`src/rtl/csr_arb_pkg.sv`:
```
// Shared types, widths and helpers for the CSR access arbiter.
// Grant ids: 0 = pipeline, 1 = debug.
package csr_arb_pkg;

  localparam int DATA_W         = 24;
  localparam int IDX_W          = 12;
  localparam int TIMEOUT_DEF    = 15;
  localparam int STARVE_MAX_DEF = 4;
  localparam int TMR_W          = 8;
  localparam int STARVE_W       = 8;

  typedef enum logic [1:0] {
    ST_IDLE  = 2'd0,
    ST_ISSUE = 2'd1,
    ST_RESP  = 2'd2
  } state_e;

  localparam logic GNT_P = 1'b0;
  localparam logic GNT_D = 1'b1;

  function automatic logic [STARVE_W-1:0] sat_inc(input logic [STARVE_W-1:0] v);
    if (v == {STARVE_W{1'b1}}) begin
      return v;
    end else begin
      return v + 8'd1;
    end
  endfunction

endpackage

```
`src/rtl/csr_arb_if.sv`:
```
// Requester ports plus the req/ack CSR bus seen by the arbiter.
// slave = arbiter view, master = environment (requesters + CSR file) view.
interface csr_arb_if;

  logic                             iw_p_req;
  logic                             iw_p_we;
  logic [csr_arb_pkg::IDX_W-1:0]    iw_p_idx;
  logic [csr_arb_pkg::DATA_W-1:0]   iw_p_wdata;
  logic                             iw_flush;
  logic [csr_arb_pkg::DATA_W-1:0]   ow_p_rdata;
  logic                             ow_p_done;
  logic                             ow_p_err;
  logic                             ow_stall;

  logic                             iw_d_req;
  logic                             iw_d_we;
  logic [csr_arb_pkg::IDX_W-1:0]    iw_d_idx;
  logic [csr_arb_pkg::DATA_W-1:0]   iw_d_wdata;
  logic [csr_arb_pkg::DATA_W-1:0]   ow_d_rdata;
  logic                             ow_d_done;
  logic                             ow_d_err;

  logic                             ow_csr_req;
  logic                             ow_csr_we;
  logic [csr_arb_pkg::IDX_W-1:0]    ow_csr_idx;
  logic [csr_arb_pkg::DATA_W-1:0]   ow_csr_wdata;
  logic                             iw_csr_ack;
  logic [csr_arb_pkg::DATA_W-1:0]   iw_csr_rdata;
  logic                             iw_csr_err;

  modport slave (
    input  iw_p_req, iw_p_we, iw_p_idx, iw_p_wdata, iw_flush,
    output ow_p_rdata, ow_p_done, ow_p_err, ow_stall,
    input  iw_d_req, iw_d_we, iw_d_idx, iw_d_wdata,
    output ow_d_rdata, ow_d_done, ow_d_err,
    output ow_csr_req, ow_csr_we, ow_csr_idx, ow_csr_wdata,
    input  iw_csr_ack, iw_csr_rdata, iw_csr_err
  );

  modport master (
    output iw_p_req, iw_p_we, iw_p_idx, iw_p_wdata, iw_flush,
    input  ow_p_rdata, ow_p_done, ow_p_err, ow_stall,
    output iw_d_req, iw_d_we, iw_d_idx, iw_d_wdata,
    input  ow_d_rdata, ow_d_done, ow_d_err,
    input  ow_csr_req, ow_csr_we, ow_csr_idx, ow_csr_wdata,
    output iw_csr_ack, iw_csr_rdata, iw_csr_err
  );

endinterface

```
`src/rtl/csr_arb_pick.sv`:
```
// Combinational pick between pipeline and debug requests.
// Pipeline has priority unless debug has been starved STARVE_MAX times.
module csr_arb_pick
  import csr_arb_pkg::*;
#(
  parameter int STARVE_MAX = STARVE_MAX_DEF
) (
  input  logic                p_req,
  input  logic                d_req,
  input  logic                flush,
  input  logic [STARVE_W-1:0] starve_cnt,
  output logic                gnt_vld,
  output logic                gnt_id
);

  logic p_ok_s;

  // Priority pick; a flushed pipeline request is never eligible.
  always_comb begin
    p_ok_s  = p_req & ~flush;
    gnt_vld = 1'b0;
    gnt_id  = GNT_P;
    if (p_ok_s && d_req) begin
      gnt_vld = 1'b1;
      gnt_id  = (starve_cnt >= STARVE_W'(STARVE_MAX)) ? GNT_D : GNT_P;
    end else if (p_ok_s) begin
      gnt_vld = 1'b1;
      gnt_id  = GNT_P;
    end else if (d_req) begin
      gnt_vld = 1'b1;
      gnt_id  = GNT_D;
    end else begin
      gnt_vld = 1'b0;
      gnt_id  = GNT_P;
    end
  end

endmodule

```
`src/rtl/csr_arb.sv`:
```
// Two-requester CSR bus arbiter: pick, issue with timeout, return response.
// Stall is the only combinational output.
module csr_arb
  import csr_arb_pkg::*;
#(
  parameter int TIMEOUT    = TIMEOUT_DEF,
  parameter int STARVE_MAX = STARVE_MAX_DEF
) (
  input logic      iw_clk,
  input logic      iw_rst,
  csr_arb_if.slave bus
);

  state_e                state_r;
  logic                  gnt_id_r;
  logic                  flushed_r;
  logic [TMR_W-1:0]      timer_r;
  logic [STARVE_W-1:0]   starve_r;

  logic                  gnt_vld_s;
  logic                  gnt_id_s;
  logic                  contested_s;
  logic                  timeout_s;
  logic                  p_flush_s;
  logic [DATA_W-1:0]     resp_rdata_s;
  logic                  resp_err_s;

  csr_arb_pick #(.STARVE_MAX(STARVE_MAX)) u_pick (
    .p_req      (bus.iw_p_req),
    .d_req      (bus.iw_d_req),
    .flush      (bus.iw_flush),
    .starve_cnt (starve_r),
    .gnt_vld    (gnt_vld_s),
    .gnt_id     (gnt_id_s)
  );

  // Response selection: ack beats timeout, writes return zero data.
  always_comb begin
    contested_s = bus.iw_p_req & ~bus.iw_flush & bus.iw_d_req;
    timeout_s   = (timer_r == TMR_W'(TIMEOUT - 1));
    p_flush_s   = flushed_r | bus.iw_flush;
    if (bus.iw_csr_ack) begin
      resp_rdata_s = bus.ow_csr_we ? {DATA_W{1'b0}} : bus.iw_csr_rdata;
      resp_err_s   = bus.iw_csr_err;
    end else begin
      resp_rdata_s = {DATA_W{1'b0}};
      resp_err_s   = 1'b1;
    end
  end

  assign bus.ow_stall = bus.iw_p_req & ~bus.iw_flush &
                        ~((state_r == ST_RESP) & (gnt_id_r == GNT_P) & ~flushed_r);

  // Arbiter FSM with registered bus and response outputs.
  always_ff @(posedge iw_clk or negedge iw_rst) begin
    if (!iw_rst) begin
      state_r          <= ST_IDLE;
      gnt_id_r         <= GNT_P;
      flushed_r        <= 1'b0;
      timer_r          <= {TMR_W{1'b0}};
      starve_r         <= {STARVE_W{1'b0}};
      bus.ow_csr_req   <= 1'b0;
      bus.ow_csr_we    <= 1'b0;
      bus.ow_csr_idx   <= {IDX_W{1'b0}};
      bus.ow_csr_wdata <= {DATA_W{1'b0}};
      bus.ow_p_done    <= 1'b0;
      bus.ow_p_rdata   <= {DATA_W{1'b0}};
      bus.ow_p_err     <= 1'b0;
      bus.ow_d_done    <= 1'b0;
      bus.ow_d_rdata   <= {DATA_W{1'b0}};
      bus.ow_d_err     <= 1'b0;
    end else begin
      bus.ow_p_done <= 1'b0;
      bus.ow_d_done <= 1'b0;
      case (state_r)
        ST_IDLE: begin
          if (gnt_vld_s) begin
            state_r        <= ST_ISSUE;
            gnt_id_r       <= gnt_id_s;
            timer_r        <= {TMR_W{1'b0}};
            bus.ow_csr_req <= 1'b1;
            if (gnt_id_s == GNT_D) begin
              bus.ow_csr_we    <= bus.iw_d_we;
              bus.ow_csr_idx   <= bus.iw_d_idx;
              bus.ow_csr_wdata <= bus.iw_d_wdata;
              starve_r         <= {STARVE_W{1'b0}};
            end else begin
              bus.ow_csr_we    <= bus.iw_p_we;
              bus.ow_csr_idx   <= bus.iw_p_idx;
              bus.ow_csr_wdata <= bus.iw_p_wdata;
              starve_r         <= contested_s ? sat_inc(starve_r) : starve_r;
            end
          end else begin
            state_r <= ST_IDLE;
          end
        end
        ST_ISSUE: begin
          if ((gnt_id_r == GNT_P) && bus.iw_flush) begin
            flushed_r <= 1'b1;
          end
          if (bus.iw_csr_ack || timeout_s) begin
            state_r        <= ST_RESP;
            bus.ow_csr_req <= 1'b0;
            if (gnt_id_r == GNT_D) begin
              bus.ow_d_done  <= 1'b1;
              bus.ow_d_rdata <= resp_rdata_s;
              bus.ow_d_err   <= resp_err_s;
            end else if (!p_flush_s) begin
              bus.ow_p_done  <= 1'b1;
              bus.ow_p_rdata <= resp_rdata_s;
              bus.ow_p_err   <= resp_err_s;
            end else begin
              bus.ow_p_done <= 1'b0;
            end
          end else begin
            timer_r <= timer_r + 8'd1;
          end
        end
        ST_RESP: begin
          state_r   <= ST_IDLE;
          flushed_r <= 1'b0;
        end
        default: begin
          state_r        <= ST_IDLE;
          bus.ow_csr_req <= 1'b0;
          flushed_r      <= 1'b0;
        end
      endcase
    end
  end

endmodule

```
`src/flat_wrapper.sv`:
```
// flat-port wrapper written by rule: the top's interface ports become plain ports
module csr_arb_flat import csr_arb_pkg::*;
#(
  parameter int TIMEOUT    = TIMEOUT_DEF,
  parameter int STARVE_MAX = STARVE_MAX_DEF
)
  (iw_clk, iw_rst, bus_iw_p_req, bus_iw_p_we, bus_iw_p_idx, bus_iw_p_wdata, bus_iw_flush, bus_ow_p_rdata, bus_ow_p_done, bus_ow_p_err, bus_ow_stall, bus_iw_d_req, bus_iw_d_we, bus_iw_d_idx, bus_iw_d_wdata, bus_ow_d_rdata, bus_ow_d_done, bus_ow_d_err, bus_ow_csr_req, bus_ow_csr_we, bus_ow_csr_idx, bus_ow_csr_wdata, bus_iw_csr_ack, bus_iw_csr_rdata, bus_iw_csr_err);
  csr_arb_if bus_i ();
  input logic iw_clk;
  input logic iw_rst;
  input wire logic [$bits(bus_i.iw_p_req)-1:0] bus_iw_p_req;
  input wire logic [$bits(bus_i.iw_p_we)-1:0] bus_iw_p_we;
  input wire logic [$bits(bus_i.iw_p_idx)-1:0] bus_iw_p_idx;
  input wire logic [$bits(bus_i.iw_p_wdata)-1:0] bus_iw_p_wdata;
  input wire logic [$bits(bus_i.iw_flush)-1:0] bus_iw_flush;
  output wire logic [$bits(bus_i.ow_p_rdata)-1:0] bus_ow_p_rdata;
  output wire logic [$bits(bus_i.ow_p_done)-1:0] bus_ow_p_done;
  output wire logic [$bits(bus_i.ow_p_err)-1:0] bus_ow_p_err;
  output wire logic [$bits(bus_i.ow_stall)-1:0] bus_ow_stall;
  input wire logic [$bits(bus_i.iw_d_req)-1:0] bus_iw_d_req;
  input wire logic [$bits(bus_i.iw_d_we)-1:0] bus_iw_d_we;
  input wire logic [$bits(bus_i.iw_d_idx)-1:0] bus_iw_d_idx;
  input wire logic [$bits(bus_i.iw_d_wdata)-1:0] bus_iw_d_wdata;
  output wire logic [$bits(bus_i.ow_d_rdata)-1:0] bus_ow_d_rdata;
  output wire logic [$bits(bus_i.ow_d_done)-1:0] bus_ow_d_done;
  output wire logic [$bits(bus_i.ow_d_err)-1:0] bus_ow_d_err;
  output wire logic [$bits(bus_i.ow_csr_req)-1:0] bus_ow_csr_req;
  output wire logic [$bits(bus_i.ow_csr_we)-1:0] bus_ow_csr_we;
  output wire logic [$bits(bus_i.ow_csr_idx)-1:0] bus_ow_csr_idx;
  output wire logic [$bits(bus_i.ow_csr_wdata)-1:0] bus_ow_csr_wdata;
  input wire logic [$bits(bus_i.iw_csr_ack)-1:0] bus_iw_csr_ack;
  input wire logic [$bits(bus_i.iw_csr_rdata)-1:0] bus_iw_csr_rdata;
  input wire logic [$bits(bus_i.iw_csr_err)-1:0] bus_iw_csr_err;
  assign bus_i.iw_p_req = bus_iw_p_req;
  assign bus_i.iw_p_we = bus_iw_p_we;
  assign bus_i.iw_p_idx = bus_iw_p_idx;
  assign bus_i.iw_p_wdata = bus_iw_p_wdata;
  assign bus_i.iw_flush = bus_iw_flush;
  assign bus_ow_p_rdata = bus_i.ow_p_rdata;
  assign bus_ow_p_done = bus_i.ow_p_done;
  assign bus_ow_p_err = bus_i.ow_p_err;
  assign bus_ow_stall = bus_i.ow_stall;
  assign bus_i.iw_d_req = bus_iw_d_req;
  assign bus_i.iw_d_we = bus_iw_d_we;
  assign bus_i.iw_d_idx = bus_iw_d_idx;
  assign bus_i.iw_d_wdata = bus_iw_d_wdata;
  assign bus_ow_d_rdata = bus_i.ow_d_rdata;
  assign bus_ow_d_done = bus_i.ow_d_done;
  assign bus_ow_d_err = bus_i.ow_d_err;
  assign bus_ow_csr_req = bus_i.ow_csr_req;
  assign bus_ow_csr_we = bus_i.ow_csr_we;
  assign bus_ow_csr_idx = bus_i.ow_csr_idx;
  assign bus_ow_csr_wdata = bus_i.ow_csr_wdata;
  assign bus_i.iw_csr_ack = bus_iw_csr_ack;
  assign bus_i.iw_csr_rdata = bus_iw_csr_rdata;
  assign bus_i.iw_csr_err = bus_iw_csr_err;
  csr_arb #(.TIMEOUT(TIMEOUT), .STARVE_MAX(STARVE_MAX)) u_core (.iw_clk(iw_clk), .iw_rst(iw_rst), .bus(bus_i));
endmodule
```
`config.mk`:
```
export PLATFORM = sky130hd
export DESIGN_NAME = csr_arb_flat
export DESIGN_NICKNAME = d
export VERILOG_FILES = /design/src/rtl/csr_arb_pkg.sv /design/src/rtl/csr_arb_if.sv /design/src/rtl/csr_arb_pick.sv /design/src/rtl/csr_arb.sv /design/src/flat_wrapper.sv
export SDC_FILE = /design/constraint.sdc
export NUM_CORES = 1
export LEC_CHECK = 0
export BUFFER_PORTS_ARGS = -buffer_cell sky130_fd_sc_hd__buf_4
export CAP_MARGIN = 10
export CORE_MARGIN = 2
export CORE_UTILIZATION = 40
export DETAILED_ROUTE_END_ITERATION = 7
export PLACE_DENSITY = 0.71
export SYNTH_ARGS = -nofsm -noshare
export SYNTH_HDL_FRONTEND = slang
export SYNTH_HIERARCHICAL = 1
export SYNTH_SLANG_ARGS = --single-unit
```
`constraint.sdc`:
```
create_clock -name iw_clk -period 2.24 [get_ports iw_clk]
set_input_delay 0.224 -clock iw_clk [delete_from_list [all_inputs] [get_ports iw_clk]]
set_output_delay 0.224 -clock iw_clk [all_outputs]
set_load 0.01 [all_outputs]
```
==> out/summary.txt, run 1 <==
EDFF count, synth: 0
Total Die Area: 12700 um2
vias in the first global route: 3941
Max Fanout on Critical Path: 5
max frequency: 464 MHz
Nets: 709
CP Capture Type: flip-flop
worst hold path type: primary input to flip-flop
H-tree Lvls: 3
area leader, netlist: dfrtp_1
drt total wl: 12100 um
Die Wd: 113 um
Met1 Wirelength: 5350 um
core area: 11500 um2
DRC viols: 0
Top Metal Used: met4
top_reg_cell synth: dfrtp_1
1st-iter DRT viols: 267
Simple-Gate Fraction of Synth Area: 10.9%
P&R area growth vs syn: 44.1%
Setup crit start kind: flip-flop
Setup WS post-layout: 0.0830 ns
Worst-Margin Slew: 0.462 ns
Avg Cell Area, Syn: 11.8 um2
Syn. warnings: 6
Synth async-reset ratio: 100%
max cap viols: 0
worst hold stages: 2
Initial Util: 41.2%
synthesized net count: 509
crit path from: u_core/starve_r[7]$_DFFE_PN0P_
Worst Clk Skew: 0.00738 ns
global-route usage over all layers: 19.2%
cell area after synthesis: 4730 um2
Distinct cells, synth: 45
gpl congestion: 0.805
Final Max Tran Viols: 0
I/O Buffers: 195
clock buffer depth: 2
num ports: 196
Area contributors post-synth: dfrtp_1 (58%), a22o_1 (8.9%), mux2i_1 (8.0%)
Period Utilization, post-route: 96.3%
Rel. slew slack: 69.2%
Reg clk slew, reported paths: 0.07 ns
max incr delay on CP: 0.55 ns
PnR Total Power: 8.20 mW
Arrival @ worst endpoint: 2.44 ns
largest net degree at the start of global routing: 76
Tmin final: 2.16 ns
DR pass1 iterations: 4
hold path start: bus_iw_csr_rdata[15]
total clock sinks: 110
WL met3: 1100 um
Post-Syn Instances: 401
clk_lat worst skew: 0.34 ns
stages on the worst setup path: 5
die height: 113 um
most numerous cell in the Yosys netlist: dfrtp_1
FF-to-FF path depth: 5
pre-CTS WS: 0.0443 ns
detailed-route via count: 3947
Root Driver: clkbuf_16
worst-path cell chain: or4_1 -> o41a_4 -> a2111o_1 -> nor3b_1 -> a211o_1
Worst path slowest cell: or4_1
Post-Synth XOR/XNOR Area: 0.371%
CTS tree: built
Final HPWL DP: 8740 um
R2R Path Start: u_core/starve_r[7]$_DFFE_PN0P_
Via density: 5.27
first-pass GRT wire length: 19700 um
fillers: 949
Worst path top cell family by delay: compound AO/OA/AOI/OAI gates
Setup CP Type: flip-flop to flip-flop
final hold violation count: 0
n_diodes: 0
adder-cell share of the synthesized area: 0.794%
CP bufs+invs: 0
compound-cell area share of the yosys netlist: 18.1%
endpoints failing setup: 0
CTS Buf Count: 9
Critical Path RT: 2.52 ns
initial antenna violation count: 0
pwr/cell area: 1200 nW/um2
Site Rows: 39
ANT nets after route: 0
mux cell area share after synthesis: 8.53%
sequential share of the synthesized area: 58.2%
Seq cells post-synth: 110
largest family of logic cells by synthesized area: compound AO/OA/AOI/OAI gates
share of cells above drive strength 1: 39.3%
wire length per cell: 16.2 um
leak pwr: 3.43 nW
top cells by count, synth: dfrtp_1 (110), a22o_1 (48), nand2_1 (45)
hold slack: 0.106 ns
GRT overflow: 0
WL met2: 5560 um
Peak VDD IR: 0.731 mV
status: completed
post-synth top area share: 58.2%
[kinds of logic (layout without fill, tap and decap cells)]
kind of cell	Yosys count	after routing
fa+ha+maj	3	3
flops	110	110
buf+inv	32	237
mux	40	40
simple gates	98	98
xor+xnor	2	2
compound gates	116	116
[power by group]
group / switching, mW / internal (mW)
Sequential: 0.516 / 2.77
Clock: 0.712 / 1.13
Combinational: 1.43 / 1.64
Total: 2.66 / 5.54
[layout by cell type (no fill, tap or decap), types with 2 or more instances in the layout]
cell type  synthesis  final
mux2i_1           38     38
nor2_1             5      5
nand2b_1           5      5
ha_1               3      3
dfrtp_1          110    110
inv_1              7      7
a22o_1            48     48
mux2_2             2      2
a41oi_1            2      2
clkbuf_16          0      9
or4_1              3      3
a31oi_1            3      3
o21ai_0           42     42
nor3_1             2      2
nand3b_1           2      2
buf_4              1    209
nor2b_1            2      2
nand3_1           13     13
o2bb2ai_1          2      2
nand2_1           45     45
xnor2_1            2      2
nor4b_2            2      2
and4_1             3      3
and3_1             5      5
a211oi_1           2      2
buf_12             0      4
bufinv_16          0      3
a211o_1            4      4
a21oi_1            5      5
nor3b_1            4      3
[final timing paths]
kind | to | slack, ns
setup / recovery | u_core/starve_r[2]$_DFFE_PN0P_ | 0.08
hold / removal | u_core/bus.ow_p_rdata[15]$_DFFE_PN0P_ | 0.11
setup reg to reg | u_core/starve_r[2]$_DFFE_PN0P_ | 0.08
hold reg to reg | u_core/bus.ow_csr_wdata[6]$_DFFE_PN0P_ | 0.48
max in group asynchronous | u_core/timer_r[3]$_DFFE_PN0P_ | 1.09
min in group asynchronous | u_core/bus.ow_p_rdata[2]$_DFFE_PN0P_ | 0.34
[per-layer routing]
metal	up-vias	GRT usage, %
li1	1876	-
met1	1881	25.5
met2	181	30.9
met3	9	4.66
met4	0	6.59
met5	-	0
[what timing repair did]
action,in CTS,in global routing
gates resized for setup,0,3
endpoints found under the hold margin,28,0
endpoints found under the setup margin,0,28
buffers inserted,0,2
hold buffers,1,0
[per-stage QoR]
| step | setup TNS (ns) | cells | area (um2) | utilization, % |
|---|---|---|---|---|
| floorplan | 0 | 401 | 4730 | - |
| global placement | 0 | 730 | 6420 | 56.0 |
| detailed placement | 0 | 730 | 6420 | 56.0 |
| CTS | 0 | 747 | 6780 | 59.1 |
| global route | -0.00310 | 749 | 6810 | 59.4 |
| finish | 0 | 749 | 6810 | 59.4 |
[flip-flops by register name, indices dropped and copies added (netlist names), 2 cells and up]
signal,flops
u_core/bus.ow_csr_idx,12
u_core/state_r,2
u_core/bus.ow_csr_wdata,24
u_core/bus.ow_d_rdata,24
u_core/bus.ow_p_rdata,24
u_core/starve_r,8
u_core/timer_r,8
[layout make-up]
cell class / instances / area (um2) / area share (%)
Tap cell: 143 / 179 / 2.63
Multi-Input combinational cell: 259 / 1850 / 27.1
Clock buffer: 11 / 243 / 3.56
Timing Repair Buffer: 214 / 1660 / 24.4
Clock inverter: 5 / 106 / 1.56
Inverter: 7 / 26.3 / 0.386
Sequential cell: 110 / 2750 / 40.4
No activity file was read; power rests on OpenSTA's default activity.
==> inputs of run 2 (changes only) <==
--- a/config.mk
+++ b/config.mk
@@ -5,12 +5,13 @@
 export SDC_FILE = /design/constraint.sdc
 export NUM_CORES = 1
 export LEC_CHECK = 0
+export ABC_AREA = 1
 export BUFFER_PORTS_ARGS = -buffer_cell sky130_fd_sc_hd__buf_4
 export CAP_MARGIN = 10
 export CORE_MARGIN = 2
 export CORE_UTILIZATION = 40
 export DETAILED_ROUTE_END_ITERATION = 7
-export PLACE_DENSITY = 0.71
+export PLACE_DENSITY = 0.69
 export SYNTH_ARGS = -nofsm -noshare
 export SYNTH_HDL_FRONTEND = slang
 export SYNTH_HIERARCHICAL = 1
==> out/summary.txt, run 2 <==
most frequent cells in the layout: nand2_1 (247), buf_4 (205), dfrtp_1 (110)
Reg2Reg Setup Slack: 0.55 ns (+0.47 ns)
final core utilization: 54.9% (-4.5 points)
Reg clk slew, reported paths: 0.07 ns (about the same)
Max Fanout on Critical Path: 11 (+6)
Die Wd: 119 um (+6.0%)
final hold violation count: 0 (unchanged)
DR pass1 iterations: 4 (unchanged)
largest net degree at the start of global routing: 56 (-26%)
global-route usage over all layers: 20.2% (+1.1 points)
Setup TNS: 0 ns (unchanged)
CTS tree: built
Seq cells post-synth: 110 (unchanged)
Distinct cells, synth: 33 (-27%)
CTS Buf Count: 9 (unchanged)
Post-Syn Instances: 670 (+67%)
drt total wl: 14300 um (+18%)
Via density: 4.86 (-7.9%)
Site Rows: 42 (+7.7%)
Final Max Tran Viols: 0 (unchanged)
Setup crit start kind: flip-flop
top_reg_cell synth: dfrtp_1
Total Die Area: 14300 um2 (+12%)
detailed-route via count: 4996 (+27%)
GRT overflow: 0 (unchanged)
cell area after synthesis: 5330 um2 (+13%)
wire length per cell: 13.9 um (-14%)
Initial Util: 40.6% (-0.62 points)
pwr/cell area: 1150 nW/um2 (-4.2%)
Setup CP Type: flip-flop to flip-flop
Synth async-reset ratio: 100% (unchanged)
Avg Cell Area, Syn: 7.96 um2 (-32%)
Worst-Margin Slew: 0.942 ns (+0.480 ns)
vias in the first global route: 4681 (+19%)
P&R area growth vs syn: 35.2%
status: completed
n_diodes: 0 (unchanged)
area of the multi-input gates: 2160 um2 (+17%)
R2R Path Start: u_core/timer_r[0]$_DFFE_PN0P_
EDFF count, synth: 0 (unchanged)
core area: 13100 um2 (+15%)
synthesized net count: 778 (+53%)
fillers: 1278 (+35%)
H-tree Lvls: 3 (unchanged)
area leader, netlist: dfrtp_1
worst hold path type: primary input to flip-flop
leak pwr: 3.89 nW (+13%)
post-synth top area share: 51.6% (-6.6 points)
sequential share of the synthesized area: 51.6% (-6.6 points)
top cells by count, synth: nand2_1 (247), dfrtp_1 (110), nor2_1 (81)
FF-to-FF path depth: 9 (+4)
Worst Clk Skew: 0.00825 ns (+0.000872 ns)
Root Driver: clkbuf_16
Tmin final: 1.69 ns (-0.466 ns)
clock buffer depth: 2 (unchanged)
Period Utilization, post-route: 75.5% (-21 points)
Post-CTS Setup Inserts: 0 (unchanged)
Critical Path RT: 2.48 ns (-0.04 ns)
max frequency: 591 MHz (+28%)
RSZ-0062 raised after global routing: no
Top Registers: u_core/bus.ow_csr_wdata x24, u_core/bus.ow_d_rdata x24, u_core/bus.ow_p_rdata x24
Nets: 956 (+35%)
reg2reg end: u_core/timer_r[6]$_DFFE_PN0P_
1st-iter DRT viols: 399 (+49%)
ANT nets after route: 0 (unchanged)
most common cell after layout, fill and taps aside: nand2_1
clk_lat worst skew: 0.35 ns (about the same)
gpl congestion: 0.818 (+1.7%)
DRC viols: 0 (unchanged)
first-pass GRT wire length: 23300 um (+18%)
endpoints failing setup: 0 (unchanged)
most numerous cell in the Yosys netlist: nand2_1
Reg area: 2750 um2 (unchanged)
Final HPWL DP: 10300 um (+17%)
CP Capture Type: flip-flop
initial antenna violation count: 0 (unchanged)
num ports: 196 (unchanged)
total clock sinks: 110 (unchanged)
Rel. slew slack: 37.2% (-32 points)
Peak VDD IR: 0.476 mV (-35%)
worst hold stages: 3 (+1)
I/O Buffers: 195 (unchanged)
Arrival @ worst endpoint: 1.93 ns (-0.51 ns)
max cap viols: 0 (unchanged)
Syn. warnings: 6 (unchanged)
hold path start: bus_iw_p_idx[9]
share of cells above drive strength 1: 28.4% (-11 points)
Area contributors post-synth: dfrtp_1 (52%), nand2_1 (17%), nand4_1 (6.0%)
Hold Path End: u_core/bus.ow_csr_idx[9]$_DFFE_PN0P_
die height: 119 um (+6.0%)
run 2: changes by cell type in the layout (fill, tap and decap cells not counted), sizes merged, moves of 5 or more:
| cell | delta |
|---|---|
| and3 | -5 |
| a22o | -48 |
| buf | -5 |
| nand3 | +14 |
| mux2i | -38 |
| inv | +42 |
| nand2 | +204 |
| nand4 | +51 |
| nor2 | +80 |
| nand2b | -5 |
| o21ai | -39 |
| a31oi | +34 |
run 2: per-stage QoR:
stage / worst slack [ns] / cells / total power, mW / instance area [um2] / hold slack [ns]
5_1_grt: 0.382 / 1029 / 8.85 / 7210 / 0.136
3_5_place_dp: 0.571 / 1012 / 6.85 / 6920 / 0.132
2_1_floorplan: 0.793 / 670 / 5.08 / 5330 / -0.0716
6_report: 0.549 / 1029 / 8.31 / 7210 / 0.131
4_1_cts: 0.547 / 1029 / 8.40 / 7210 / 0.123
3_3_place_gp: 0.631 / 1012 / 6.80 / 6920 / 0.133
run 2: final cells by class:
class	count	area share, %
Inverter	50	2.60
Timing Repair Buffer	209	22.3
Clock buffer	13	3.61
Clock inverter	3	0.260
Sequential cell	110	38.2
Tap cell	176	3.06
Multi-Input combinational cell	468	30.0
run 2: per-layer routing:
metal / vias to the layer above / wire, um / track usage [%]
li1: 2519 / - / -
met1: 2309 / 6360 / 27.3
met2: 154 / 6740 / 32.2
met3: 14 / 949 / 4.74
met4: 0 / 216 / 6.69
met5: - / 0 / 0
run 2: worst max-delay path, cell delays in order, from the launching register on:
cell,delay (ns)
dfrtp_1,0.41
inv_1,0.11
ha_1,0.15
nand2_1,0.05
nor2_1,0.08
nand2_1,0.11
nand3_1,0.31
nand2_1,0.20
nand2_1,0.11
nand2_1,0.05
run 2: cells by family after synthesis:
group	count (synthesis)	synth area share [%]
AOI/OAI and AO/OA	44	5.21
adders and majority gates	3	0.704
buffers and inverters	92	7.88
xor gates and xnor gates	2	0.329
and+or+nand+nor	419	34.3
DFF	110	51.6
run 2: how the worst max path moves through the flow:
stage / start / to / slack, ns / cells past startpoint
floorplan: u_core/starve_r[6]$_DFFE_PN0P_ / u_core/starve_r[4]$_DFFE_PN0P_ / 0.79 / 9
global placement: u_core/timer_r[0]$_DFFE_PN0P_ / u_core/bus.ow_p_rdata[1]$_DFFE_PN0P_ / 0.63 / 9
detailed placement: u_core/timer_r[0]$_DFFE_PN0P_ / u_core/bus.ow_d_rdata[14]$_DFFE_PN0P_ / 0.57 / 9
CTS: u_core/state_r[1]$_DFFE_PN0P_ / bus_ow_stall / 0.55 / 3
global route: u_core/timer_r[0]$_DFFE_PN0P_ / u_core/bus.ow_p_rdata[22]$_DFFE_PN0P_ / 0.38 / 9
finish: u_core/timer_r[0]$_DFFE_PN0P_ / u_core/timer_r[6]$_DFFE_PN0P_ / 0.55 / 9
run 2: report_power, final:
part | total [mW] | internal [mW] | switching [mW]
registers | 3.29 | 2.78 | 0.508
clock network | 1.53 | 0.815 | 0.714
logic | 3.49 | 1.56 | 1.93
total | 8.31 | 5.16 | 3.15
run 2: timing repair:
action,CTS,global route
endpoints found under the hold margin,18,0
hold buffers,1,0
gates resized for setup,0,0
